`src/rtl/lcd_char_writer.sv`:
```
// HD44780 8-bit write controller: runs the power-up init sequence, then writes
// one character per request as set-DDRAM-address followed by a data write.
module lcd_char_writer #(
    parameter int EN_PULSE  = 25,
    parameter int CHAR_WAIT = 2500,
    parameter int CMD_WAIT  = 100000,
    parameter int INIT_WAIT = 1000000
) (
    input  logic       CLK,
    input  logic       RST,
    input  logic [7:0] CHAR_IN,
    input  logic       CHAR_VALID,
    input  logic [4:0] POS,
    input  logic       CLR_REQ,
    output logic       READY,
    output logic       INIT_DONE,
    output logic       LCD_E,
    output logic       LCD_RS,
    output logic       LCD_RW,
    output logic [7:0] LCD_DATA,
    output logic [2:0] dbg_state,
    output logic [1:0] dbg_phase
);

    function automatic int max2(input int a, input int b);
        return (a > b) ? a : b;
    endfunction

    localparam int MAX_CYC = max2(max2(EN_PULSE, CHAR_WAIT), max2(CMD_WAIT, INIT_WAIT));
    localparam int CNT_W   = $clog2(MAX_CYC + 1);

    localparam logic [CNT_W-1:0] EN_LAST   = CNT_W'(EN_PULSE - 1);
    localparam logic [CNT_W-1:0] CHAR_LAST = CNT_W'(CHAR_WAIT - 1);
    localparam logic [CNT_W-1:0] CMD_LAST  = CNT_W'(CMD_WAIT - 1);
    localparam logic [CNT_W-1:0] INIT_LAST = CNT_W'(INIT_WAIT - 1);

    typedef enum logic [2:0] {
        S_INIT_DLY = 3'd0,
        S_INIT_CMD = 3'd1,
        S_IDLE     = 3'd2,
        S_WR_ADDR  = 3'd3,
        S_WR_CHAR  = 3'd4,
        S_WR_CLR   = 3'd5
    } state_t;

    typedef enum logic [1:0] {
        P_SETUP = 2'd0,
        P_E_HI  = 2'd1,
        P_HOLD  = 2'd2,
        P_WAIT  = 2'd3
    } phase_t;

    state_t           state, state_n;
    phase_t           phase, phase_n;
    logic [CNT_W-1:0] cnt, cnt_n;
    logic [1:0]       step, step_n;
    logic [7:0]       char_q, char_n;
    logic [4:0]       pos_q, pos_n;
    logic             init_done, init_done_n;

    logic [7:0]       bus_byte;
    logic             in_write;
    logic             long_wait;
    logic [CNT_W-1:0] wait_last;

    // Handshake: a request (CLR_REQ or CHAR_VALID) is taken on a rising edge
    // where READY=1; CLR_REQ has priority and a coincident CHAR_VALID is dropped.
    always_ff @(posedge CLK) begin
        if (RST) begin
            state     <= S_INIT_DLY;
            phase     <= P_SETUP;
            cnt       <= '0;
            step      <= 2'd0;
            char_q    <= 8'h00;
            pos_q     <= 5'd0;
            init_done <= 1'b0;
        end else begin
            state     <= state_n;
            phase     <= phase_n;
            cnt       <= cnt_n;
            step      <= step_n;
            char_q    <= char_n;
            pos_q     <= pos_n;
            init_done <= init_done_n;
        end
    end

    always_comb begin
        bus_byte = 8'h00;
        case (state)
            S_INIT_CMD: begin
                case (step)
                    2'd0:    bus_byte = 8'h38;
                    2'd1:    bus_byte = 8'h0C;
                    2'd2:    bus_byte = 8'h06;
                    default: bus_byte = 8'h01;
                endcase
            end
            S_WR_ADDR: bus_byte = {1'b1, pos_q[4], 2'b00, pos_q[3:0]};
            // the decoder's null byte shows as a blank cell
            S_WR_CHAR: bus_byte = (char_q == 8'h00) ? 8'h20 : char_q;
            S_WR_CLR:  bus_byte = 8'h01;
            default:   bus_byte = 8'h00;
        endcase
    end

    assign in_write  = (state == S_INIT_CMD) || (state == S_WR_ADDR) ||
                       (state == S_WR_CHAR)  || (state == S_WR_CLR);
    assign long_wait = (state == S_WR_CLR) || ((state == S_INIT_CMD) && (step == 2'd3));
    assign wait_last = long_wait ? CMD_LAST : CHAR_LAST;

    always_comb begin
        state_n     = state;
        phase_n     = phase;
        cnt_n       = cnt;
        step_n      = step;
        char_n      = char_q;
        pos_n       = pos_q;
        init_done_n = init_done;

        case (state)
            S_INIT_DLY: begin
                if (cnt == INIT_LAST) begin
                    state_n = S_INIT_CMD;
                    phase_n = P_SETUP;
                    cnt_n   = '0;
                    step_n  = 2'd0;
                end else begin
                    cnt_n = cnt + CNT_W'(1);
                end
            end
            S_IDLE: begin
                if (CLR_REQ) begin
                    state_n = S_WR_CLR;
                    phase_n = P_SETUP;
                    cnt_n   = '0;
                end else if (CHAR_VALID) begin
                    state_n = S_WR_ADDR;
                    phase_n = P_SETUP;
                    cnt_n   = '0;
                    char_n  = CHAR_IN;
                    pos_n   = POS;
                end
            end
            default: begin
                case (phase)
                    P_SETUP: begin
                        phase_n = P_E_HI;
                        cnt_n   = '0;
                    end
                    P_E_HI: begin
                        if (cnt == EN_LAST) begin
                            phase_n = P_HOLD;
                            cnt_n   = '0;
                        end else begin
                            cnt_n = cnt + CNT_W'(1);
                        end
                    end
                    P_HOLD: begin
                        phase_n = P_WAIT;
                        cnt_n   = '0;
                    end
                    default: begin
                        if (cnt == wait_last) begin
                            phase_n = P_SETUP;
                            cnt_n   = '0;
                            case (state)
                                S_INIT_CMD: begin
                                    if (step == 2'd3) begin
                                        state_n     = S_IDLE;
                                        init_done_n = 1'b1;
                                    end else begin
                                        step_n = step + 2'd1;
                                    end
                                end
                                S_WR_ADDR: state_n = S_WR_CHAR;
                                default:   state_n = S_IDLE;
                            endcase
                        end else begin
                            cnt_n = cnt + CNT_W'(1);
                        end
                    end
                endcase
            end
        endcase
    end

    assign READY     = (state == S_IDLE);
    assign INIT_DONE = init_done;
    assign LCD_E     = in_write && (phase == P_E_HI);
    assign LCD_RS    = (state == S_WR_CHAR);
    assign LCD_RW    = 1'b0;
    assign LCD_DATA  = bus_byte;
    assign dbg_state = state;
    assign dbg_phase = phase;

endmodule

```
`config.mk`:
```
export PLATFORM = sky130hd
export DESIGN_NAME = lcd_char_writer
export DESIGN_NICKNAME = d
export VERILOG_FILES = /design/src/rtl/lcd_char_writer.sv
export SDC_FILE = /design/constraint.sdc
export NUM_CORES = 1
export LEC_CHECK = 0
export ABC_AREA = 1
export BUFFER_PORTS_ARGS = -buffer_cell sky130_fd_sc_hd__buf_2
export CORE_ASPECT_RATIO = 0.7
export CORE_MARGIN = 2
export CORE_UTILIZATION = 30
export DETAILED_ROUTE_END_ITERATION = 12
export MAX_ROUTING_LAYER = met4
export PLACE_DENSITY = 0.44
export SLEW_MARGIN = 20
export SYNTH_ARGS = -nofsm -noshare
export SYNTH_HDL_FRONTEND = slang
export SYNTH_SLANG_ARGS = --single-unit
```
`constraint.sdc`:
```
create_clock -name CLK -period 2.3 [get_ports CLK]
set_input_delay 0.115 -clock CLK [delete_from_list [all_inputs] [get_ports CLK]]
set_output_delay 0.115 -clock CLK [all_outputs]
set_load 0.05 [all_outputs]
```
After elaboration in Yosys (flattened, before gate mapping). Index checks and enable logic that the tools add are counted.

Reductions and logical operators: 22. Eq/ne operators: 20. Multiplexer cells: 31. Bitwise operators: 4. Add/sub/neg operators: 2.

Operators with widths (number): $mux W20 (5); $pmux W20 S2 (2); $pmux W8 S4 (1); $add A20 B1 Y20 const B (1); $eq A20 B17 Y1 (1); $eq A20 B20 Y1 const B (1); $eq A20 B5 Y1 const B (1); $mux W2 (9); $mux W3 (6); $pmux W6 S3 (1); $mux W17 (1); $pmux W3 S2 (2); $reduce_and A5 Y1 (2); $logic_not A8 Y1 (1); $mux W8 (1); $pmux W2 S2 (2); $eq A2 B2 Y1 const B (3); $eq A3 B2 Y1 const B (2); $eq A3 B3 Y1 const B (2); $pmux W2 S3 (1); $reduce_and A6 Y1 (1); $reduce_bool A6 Y1 (1); $eq A2 B1 Y1 const B (2); $logic_not A2 Y1 (2); other kinds (18) (28).

Word-level logic and storage cells: 86. Bits of input ports: 17. Output and inout port bits: 18. Flip-flop bits (word level): 41.

Depth between registers and ports, before layout. Gate-level depths: netlist (run 1).

Depth in word-level cells: 8. Gate-level depth with buffers: 13. Gate-level depth less buffers: 12.

Worst setup path after synthesis (run 1). No wires, ideal clock.

Kind: flip-flop to output port. Start: register state[2] (netlist: dbg_state[2]). End: output port LCD_DATA[5]. Stages on the path, launching flop included: 7. Path buffers: 0. Path slack: -502 ps. Data arrival time: 2687 ps. Data required time: 2185 ps. Cell sequence: dfxtp_1 > inv_1 > nor2_1 > inv_1 > nor2_1 > o21ai_0 > o21ai_0.

Longest elaborated chain between the ends: 2. Elaborated cells between the ends (all ways): 5. Those cells by class: eq/ne: 4; mux: 1.

RTL lines: start, declared (line 53) `state_t state, state_n;`; start signal, assigned (line 78) `state <= state_n;`; $eq A3 B3 Y1; via LCD_RS (line 18) `output logic LCD_RS,`; $pmux W8 S4 (line 90) `case (state)`; end, declared (line 20) `output logic [7:0] LCD_DATA,`.

The timed path passes the listed nets, and every way through them passes these cells.

Worst setup path in the final report (run 1).
Start: register state[2] (netlist: dbg_state[2]). End: output port LCD_DATA[5].

Longest elaborated chain between the ends: 2. Elaborated cells between the ends (all ways): 5. Those cells by class: eq/ne: 4; mux: 1.

RTL lines (line): $eq A3 B3 Y1 (tied with other cells) (90); $pmux W8 S4 (*) (90).

Every way passes the cells marked *; elsewhere a longest branch is shown, timed or not.

==> summary.txt, run 1 <==
Timing
  • Slew @ Worst Pin: 0.5922 ns
  • Max-slew violations: 0
  • Fin crit share: 89.40%
  • Setup violators final: 0
  • Fin. Hold Viols: 0
  • Worst Skew: 0.004714 ns
  • Tmin final: 2.056 ns
  • RSZ-0062 raised after global routing: no
  • Achievable Freq: 486.4 MHz
  • Max_slew headroom: 60.16%
  • Setup TNS: 0 ns

Routing
  • Initial DRC Count: between 150 and 200
  • Vias: 2655
  • DRC: 0
  • Router iterations before antenna repair: 4
  • Routed length per placed instance: 13.49 µm
  • Post-DR vias/cell: 4.650
  • Drt total wl: slightly below 8000 µm
  • Final antenna-violating net count: 0

Pwr
  • Max rail drop VDD: between 0.2 and 0.3 mV
  • Power Dens Cells: 463.7 nW/µm²
  • Static leakage: 1.431 nW

Critical path
  • Reg2reg start: cnt[0]$_SDFFE_PP0N_
  • CP arrival: just under 2 ns
  • Worst Setup SP: dbg_state[2]$_SDFFE_PP0P_
  • Crit path launch type: register
  • Req. time, crit path: 2.18 ns
  • CP Class: register to output pin
  • Crit path max fanout: 8
  • Critical Path Sink Type: output pin
  • R2R cell count: 12

CTS
  • TritonCTS clock tree: yes
  • Clk_lat worst skew: between 0.2 and 0.3 ns
  • CTS clk-pin slew, worst paths: 0.06 ns
  • H-tree depth: 2
  • CTS root buf: clkbuf_16
  • CTS sink cnt: 41
  • Postcts setup bufs: 0
  • Max clock buf depth: 2
  • Hold Buf Count CTS: 0
  • Num CTS Buffers: 5
  • Post-CTS resize count: 0

Synth
  • Mapped cell area: 2776 µm²
  • Syn Nets: about 440
  • Seq/Total Area, Yosys: 29.56%
  • Synthesized area per cell: 6.723 µm²
  • Top FF cell, synth: dfxtp_1
  • Synth unique cells: 39
  • Ys async rst share: 0%
  • Synth Register Bits: slightly above 40
  • Mapped Cells: about 410
  • Total number of yosys warnings: 0
  • Post-synth EDFFs: 0

Floorplan
  • Rows: 29
  • Initial Utilization: 30.73%
  • Die Y: roughly 84 µm
  • Die footprint: 10050 µm²
  • Ports: 35
  • Die W: 119.0 µm
  • Placeable Area: 9035 µm²

Worst hold path
  • Worst hold path cell count: 2
  • Hold Path Class: input pin to register
  • Worst hold start: RST

Cells and area
  • Fill count: 996
  • Most frequent cells in the layout: nand2_1, nor2_1, inv_1, dfxtp_1, nand3_1
  • Share of post-route cells with drive strength above 1: 19.02%
  • Commonest non-fill, non-tap cell in the layout: nand2_1
  • Non-Filler Instances: 571
  • Antenna Cells: 0
  • Final nets: 475
  • Area grow syn2layout: 14.87%

Global routing
  • Largest net degree at the start of global routing: 18
  • First-pass GRT wire length: 12740 µm
  • Number of global-route vias before repair: between 2000 and 2500
  • Remaining global-route overflow: 0
  • Initial antenna violation count: 0
  • Total Routing Usage GR: 16.62%

Placement
  • RePlAce Congestion: 0.9332
  • Placed cells: roughly 560
  • IO buf count: 33
  • Detailed Place HPWL: 6214 µm

Outcome
  • Status: completed

Run
  • Max cap viols: 0
[sequential cells by signal (all words and copies together) (netlist names)]
register,count
INIT_DONE,1
step,2
pos_q,5
char_q,8
dbg_phase,2
cnt,20
dbg_state,3
[report_power, final]
part	internal (W)	leakage [nW]	switching (W)	total (W)
sequential	0.000714	0.331	0.00000495	0.000719
clock	0.000398	0.0696	0.000296	0.000695
combinational	0.0000237	1.03	0.0000412	0.0000649
total	0.00114	1.43	0.000343	0.00148
[per-layer routing]
| metal | part of all wire [%] | track usage, % | wire length [µm] | vias to the layer above |
|---|---|---|---|---|
| li1 | - | - | - | 1384 |
| met1 | 55 | 26.39 | 4237 | 1184 |
| met2 | 36 | 19.80 | 2806 | 80 |
| met3 | 7.7 | 4.076 | 590 | 7 |
| met4 | 0.91 | 4.329 | 70 | 0 |
| met5 | 0 | - | 0 | - |
[worst max-delay path: stages (launching register included)]
cell	delay, ns
dfxtp_1	0.47
inv_1	0.13
nor2_1	0.13
inv_1	0.07
nor2_2	0.29
o21ai_0	0.21
o21ai_2	0.09
buf_2	0.27
[synthesized netlist by cell type (2+ instances only)]
master,count,area (µm²)
inv_4,2,12.51
a21oi_1,9,45.04
nor4_1,2,12.51
nand3_1,39,195.2
clkbuf_1,3,11.26
nand2_4,5,56.30
nor2_2,3,18.77
nor3_2,2,20.02
nor3_1,10,50.05
xnor2_1,2,17.52
dfxtp_1,41,820.8
nand4_1,11,68.82
ha_1,12,150.1
inv_1,48,180.2
xor2_1,7,61.31
nand2_2,4,25.02
nand2_1,77,289.0
buf_6,2,22.52
nor2_1,73,274.0
nor2_4,12,135.1
buf_4,2,15.01
o211ai_1,2,15.01
inv_2,5,18.77
buf_2,2,10.01
o21ai_0,24,120.1
[final timing paths]
path / end / slack, ns
setup / recovery: LCD_DATA[5] / 0.24
hold / removal: dbg_state[0]$_SDFFE_PP0P_ / 0.06
setup reg to reg: cnt[11]$_SDFFE_PP0N_ / 0.36
hold reg to reg: INIT_DONE$_SDFFE_PP0P_ / 0.47
[cell families (layout without fill, tap and decap cells)]
logic type | after synthesis | in the layout | synth area share, %
xor+xnor | 9 | 9 | 2.839
other cells | 1 | 1 | 0.1351
buf+inv | 66 | 100 | 10.63
flops | 41 | 41 | 29.56
compound gates | 41 | 41 | 8.202
simple gates | 243 | 243 | 43.22
fa+ha+maj | 12 | 12 | 5.408
[stage by stage]
step                util [%]  hold slack, ns  instance area [µm²]   power, W  setup WS [ns]
floorplan                  -          0.1774                 2783  0.0007804       -0.04446
global placement       33.72          0.3638                 3047  0.0008007         0.4153
detailed placement     33.72          0.3651                 3047  0.0008010         0.3839
CTS                    35.30         0.05731                 3189   0.001504         0.2289
global route           35.30         0.06793                 3189   0.001541        0.01171
finish                 35.30         0.05766                 3189   0.001479         0.2439
[final cells by class]
type	count	area (µm²)	area share, %
Multi-Input combinational cell	306	1667	52.26
Sequential cell	41	820.8	25.74
Inverter	56	216.5	6.787
Timing Repair Buffer	36	187.7	5.885
Tap cell	124	155.1	4.865
Clock buffer	5	125.1	3.923
Clock inverter	3	17.52	0.5492
Power figures use the tool's default switching activity.
==> inputs of run 2 (changes only) <==
PLACE_DENSITY = unset   (was 0.44)
REMOVE_ABC_BUFFERS = 1   (was unset)
==> run 2 against run 1 <==
  * Sequential share of layout area increased by 0.18 points
  * Power fell by 1.1%
  * Hold slack improved by 0.0048 ns
  * Cell area decreased by 0.71%
  * Combinational power decreased by 0.8%
  * First-iteration DRC count increased by 3.8%
  * Critical path depth unchanged
  * Wire length fell by 9.3%
  * Sequential power about the same
  * Clock power fell by 2%
  * Register-to-register slack improved by 0.03 ns
  * Count of clock-buffer cells in the layout up 1
  * Largest power group unchanged
==> summary.txt, run 2 (same netlist as run 1, synthesis figures left out) <==
CTS
  • Postcts setup bufs: 0
  • Max clock buf depth: 2
  • CTS root buf: clkbuf_16
  • Clk_lat worst skew: 0.28 ns
  • TritonCTS clock tree: yes
  • H-tree depth: 2
  • Num CTS Buffers: 5
  • CTS sink cnt: 41
  • CTS clk-pin slew, worst paths: 0.06 ns

Cells and area
  • Most frequent cells in the layout: nand2_1, nor2_1, inv_1, dfxtp_1, nand3_1
  • Area grow syn2layout: 14.06%
  • Share of post-route cells with drive strength above 1: a little under a fifth
  • Final nets: 473
  • Final Instance Area: 3167 µm²
  • Fill count: 959
  • Top Registers: cnt: 20 flops, char_q: 8 flops, pos_q: 5 flops
  • Antenna Cells: 0
  • Commonest non-fill, non-tap cell in the layout: nand2_1
  • Max reg flops: 20
  • Register bank with the most flops: cnt
  • Non-Filler Instances: 569

Timing
  • Achievable Freq: 485.7 MHz
  • RSZ-0062 raised after global routing: no
  • Setup TNS: 0 ns
  • Max_slew headroom: between 60% and 70%
  • Setup violators final: 0
  • Fin crit share: between 80% and 90%
  • Slew @ Worst Pin: 0.4907 ns
  • Worst Skew: 0.007284 ns
  • Fin. Hold Viols: 0
  • Max-slew violations: 0
  • Tmin final: 2.059 ns

Critical path
  • Req. time, crit path: 2.18 ns
  • Crit path launch type: register
  • CP top delay family: buffers and inverters
  • Worst R2R End: cnt[12]$_SDFFE_PP0N_
  • Worst setup path endpoint: LCD_DATA[5]
  • Reg2reg start: cnt[0]$_SDFFE_PP0N_
  • Critical Path Stages: 7
  • WP buf/inv: 3
  • CP cell instances: inv_1, nor2_1, inv_1, nor2_2, o21ai_0, o21ai_0, buf_2
  • CP Class: register to output pin
  • Worst Setup SP: dbg_state[2]$_SDFFE_PP0P_
  • CP max stage cell: dfxtp_1
  • Crit path max fanout: 8
  • Critical Path Sink Type: output pin
  • Slowest stage delay, CP: 0.47 ns
  • CP arrival: 1.94 ns
  • R2R Setup Slk: approximately 0.39 ns
  • R2R cell count: 12

Global routing
  • Met3 Usage GRT: 3.193%
  • Met1 Use GR: a little under a quarter
  • Met2 capacity usage during global routing: 19.80%
  • Initial antenna violation count: 0
  • First-pass GRT wire length: ~12000 µm
  • Most used routing layer: met1
  • Largest net degree at the start of global routing: 18
  • Remaining global-route overflow: 0
  • Total Routing Usage GR: 14.99%
  • Number of global-route vias before repair: 2431

Worst hold path
  • Hold Path Class: input pin to register

Placement
  • Post-DP Area: 3025 µm²
  • Detailed Place HPWL: 5598 µm
  • RePlAce Congestion: 0.9593
  • Placed cells: 561
  • IO buf count: 33

Routing
  • Final antenna-violating net count: 0
  • Initial DRC Count: 191
  • Routed length per placed instance: 12.28 µm
  • Post-DR vias/cell: 4.650
  • DRC: 0
  • Vias: 2646
  • Router iterations before antenna repair: 5
  • Drt total wl: around 7000 µm

Floorplan
  • Die W: 119.0 µm
  • Die Y: 84.49 µm
  • Rows: 29
  • Die footprint: 10050 µm²
  • Placeable Area: 9035 µm²
  • Initial Utilization: 30.73%
  • Ports: 35

Pwr
  • Power Dens Cells: 462.0 nW/µm²
  • Post-layout power: 0.001463 W
  • Static leakage: 1.420 nW
  • Max rail drop VDD: 0.2838 mV

Run
  • Max cap viols: 0

Outcome
  • Status: completed
-- run 2: cell count changes in the layout (fill, tap and decap cells not counted), sizes merged --
cell | previous run | this run
buf | 36 | 34
clkinvlp | 1 | 0
clkbuf | 5 | 6
-- run 2: final cells by class --
class                      instances  area, µm²  share of cell area (%)
clock buffer                       6      128.9                   4.070
timing repair buffer              34      172.7                   5.452
sequential                        41      820.8                   25.92
multi-input combinational        306       1663                   52.51
tap                              124      155.1                   4.899
clock inverter                     2      10.01                  0.3161
inverter                          56      216.5                   6.835
-- run 2: how the worst min path moves through the flow --
stage          slack, ns  from                   endpoint  depth (start not counted)
2_1_floorplan       0.18   RST  dbg_state[0]$_SDFFE_PP0P_                          1
3_3_place_gp        0.35   RST  dbg_state[0]$_SDFFE_PP0P_                          2
3_5_place_dp        0.36   RST  dbg_state[0]$_SDFFE_PP0P_                          2
4_1_cts             0.06   RST  dbg_state[0]$_SDFFE_PP0P_                          2
5_1_grt             0.08   RST  dbg_state[0]$_SDFFE_PP0P_                          2
6_report            0.06   RST  dbg_state[0]$_SDFFE_PP0P_                          2
-- run 2: what timing repair did --
| item | in CTS | in global routing |
|---|---|---|
| hold buffers | 0 | 0 |
| endpoints found under the hold margin | 0 | 0 |
| setup endpoints to repair | 0 | 5 |
| resized for setup | 0 | 1 |
-- run 2: report_power, final --
| part | switching [W] | leakage [nW] | internal (W) | total (W) |
|---|---|---|---|---|
| Sequential | 0.00000484 | 0.331 | 0.000714 | 0.000719 |
| Combinational | 0.0000406 | 1.02 | 0.0000238 | 0.0000644 |
| Clock | 0.000281 | 0.0706 | 0.000399 | 0.000679 |
-- run 2: per-layer routing --
metal | routed length (µm) | share of wire [%] | up-vias
li1 | - | - | 1374
met1 | 3700 | 53 | 1194
met2 | 2790 | 40 | 72
met3 | 445 | 6.4 | 6
met4 | 54 | 0.77 | 0
met5 | 0 | 0 | -
-- run 2: per-stage QoR --
| step | hold WS, ns | util (%) | setup WS [ns] |
|---|---|---|---|
| after floorplan | 0.1774 | - | -0.5025 |
| after global placement | 0.3545 | 33.49 | 0.4448 |
| after detailed placement | 0.3612 | 33.49 | 0.3805 |
| after CTS | 0.06121 | 35.02 | 0.1085 |
| after global routing | 0.07655 | 35.05 | 0.05667 |
| final | 0.06241 | 35.05 | 0.2410 |
==> inputs of run 3 (changes only) <==
--- a/config.mk
+++ b/config.mk
@@ -8,4 +8,5 @@
 export ABC_AREA = 1
 export BUFFER_PORTS_ARGS = -buffer_cell sky130_fd_sc_hd__buf_2
+export CAP_MARGIN = 20
 export CORE_ASPECT_RATIO = 0.7
 export CORE_MARGIN = 2
==> constraint.sdc (replaced) <==
create_clock -name CLK -period 2.3 [get_ports CLK]
set_input_delay 0.115 -clock CLK [delete_from_list [all_inputs] [get_ports CLK]]
set_output_delay 0.115 -clock CLK [all_outputs]
set_load 0.005 [all_outputs]
==> run 3 against run 2 <==
  * Power grew 9.8%
  * Core utilization increased by 0.37 points
  * Critical endpoint is now cnt[10]$_SDFFE_PP0N_
  * Register-to-register slack about the same
  * Wire length rose by 2.5%
  * Via count is 2.9% higher
  * Combinational power down 3.6%
  * Sequential share of layout area down 0.27 points
  * Critical path depth increased by 5
  * Die area unchanged
  * Critical path type is now register to register
==> summary.txt, run 3 (same netlist as run 1, synthesis figures left out) <==
Cells and area
  • Max reg flops: 20
  • Share of post-route cells with drive strength above 1: 18.20%
  • Fill count: 961
  • Finished Core Util: 35.42%
  • Top Registers: cnt: 20 flops, char_q: 8 flops, pos_q: 5 flops
  • Most frequent cells in the layout: nand2_1, nor2_1, inv_1, dfxtp_1, nand3_1
  • Antenna Cells: 0
  • Non-Filler Instances: 569
  • Register bank with the most flops: cnt
  • Area grow syn2layout: 15.28%
  • Commonest non-fill, non-tap cell in the layout: nand2_1
  • Final nets: around 470

Pwr
  • Static leakage: 1.433 nW
  • Max rail drop VDD: 0.3406 mV
  • Power Dens Cells: about 500 nW/µm²

Global routing
  • First-pass GRT wire length: 12020 µm
  • Largest net degree at the start of global routing: 18
  • Total Routing Usage GR: 15.16%
  • Remaining global-route overflow: 0
  • Number of global-route vias before repair: approximately 2500
  • Initial antenna violation count: 0

Placement
  • Detailed Place HPWL: 5611 µm
  • Placed cells: 561
  • IO buf count: 33
  • RePlAce Congestion: 0.9820

Routing
  • Post-DR vias/cell: 4.786
  • DRC: 0
  • Highest metal used: met4
  • Met2 Wirelength: 2861 µm
  • Routed length per placed instance: between 10 and 15 µm
  • Router iterations before antenna repair: 5
  • Drt total wl: 7162 µm
  • Vias: about 2700
  • Initial DRC Count: roughly 170
  • Met3 Routed Length: just over 500 µm
  • Met1 Wirelength: between 3000 and 4000 µm
  • Final antenna-violating net count: 0

Timing
  • Fin crit share: 83.17%
  • Fin. Hold Viols: 0
  • Max-slew violations: 0
  • Achievable Freq: 522.7 MHz
  • RSZ-0062 raised after global routing: no
  • Hold Slack: 0.06931 ns
  • Worst Skew: 0.009556 ns
  • Tmin final: ~1.9 ns
  • Setup violators final: 0
  • Setup TNS: 0 ns

Floorplan
  • Die footprint: 10050 µm²
  • Ports: 35
  • Placeable Area: 9035 µm²
  • Die W: 119.0 µm
  • Die Y: ~84 µm
  • Initial Utilization: a little under a third
  • Rows: 29

CTS
  • H-tree depth: 2
  • Clk_lat worst skew: around 0.28 ns
  • TritonCTS clock tree: yes
  • Max clock buf depth: 2
  • CTS clk-pin slew, worst paths: 0.07 ns
  • Postcts setup bufs: 0
  • CTS root buf: clkbuf_16
  • Num CTS Buffers: 5
  • CTS sink cnt: just over 40

Worst hold path
  • Worst hold start: RST
  • Hold Path Class: input pin to register

Run
  • Max cap viols: 0

Critical path
  • Critical Path Sink Type: register
  • Reg2reg start: cnt[0]$_SDFFE_PP0N_
  • Req. time, crit path: 2.47 ns
  • Crit path max fanout: 15
  • Worst Setup SP: cnt[0]$_SDFFE_PP0N_
  • CP Class: register to register
  • Crit path launch type: register
  • CP arrival: 2.08 ns

Outcome
  • Status: completed
run 3: cell types whose count changed in the layout (fill, tap and decap cells not counted):
cell       previous run  this run
clkbuf_8              0         1
clkinv_2              3         1
bufinv_16             0         1
run 3: timing repair:
item,in CTS,in global routing
endpoints found under the setup margin,0,1
resized for setup,0,1
hold buffers,0,0
run 3: area by class of cell:
class,instances,area [µm²],area share (%)
clock buffer,7,142.6,4.457
clock inverter,1,30.03,0.9382
inverter,56,216.5,6.763
multi-input combinational,306,1663,51.95
sequential,41,820.8,25.65
tap,124,155.1,4.848
timing repair buffer,34,172.7,5.395
run 3: path summary, 6_finish.rpt:
path	slack (ns)	depth (start not counted)	end
worst max-delay path	0.39	12	cnt[10]$_SDFFE_PP0N_
worst min-delay path	0.07	2	dbg_state[0]$_SDFFE_PP0P_
worst max register to register	0.39	12	cnt[10]$_SDFFE_PP0N_
worst min register to register	0.48	2	INIT_DONE$_SDFFE_PP0P_
run 3: critical path: stages (launching register included):
cell	delay [ns]
dfxtp_1	0.39
ha_1	0.24
nand2_1	0.08
inv_1	0.11
nand2_4	0.08
nor2_8	0.11
nand4_2	0.10
nand2_2	0.11
nand2_2	0.07
clkinv_2	0.07
nand2_4	0.06
nand2_4	0.29
nor2_1	0.08
run 3: per-stage QoR:
step                setup WS (ns)  total power, W  area [µm²]
global placement           0.4305       0.0007961        3025
CTS                        0.2531        0.001621        3198
finish                     0.3870        0.001606        3201
global route               0.2127        0.001657        3201
detailed placement         0.3805       0.0007972        3025
floorplan                  0.6300       0.0007708        2698
run 3: power by group:
| part | switching (W) | internal [W] |
|---|---|---|
| Clock | 0.000282 | 0.000543 |
| Sequential | 0.00000508 | 0.000714 |
| Combinational | 0.0000385 | 0.0000236 |
run 3: layer usage:
metal  vias up  global-route usage [%]
li1       1377                       -
met1      1255                   22.11
met2        83                   20.90
met3         8                   3.533
met4         0                   3.463
met5         -                       -
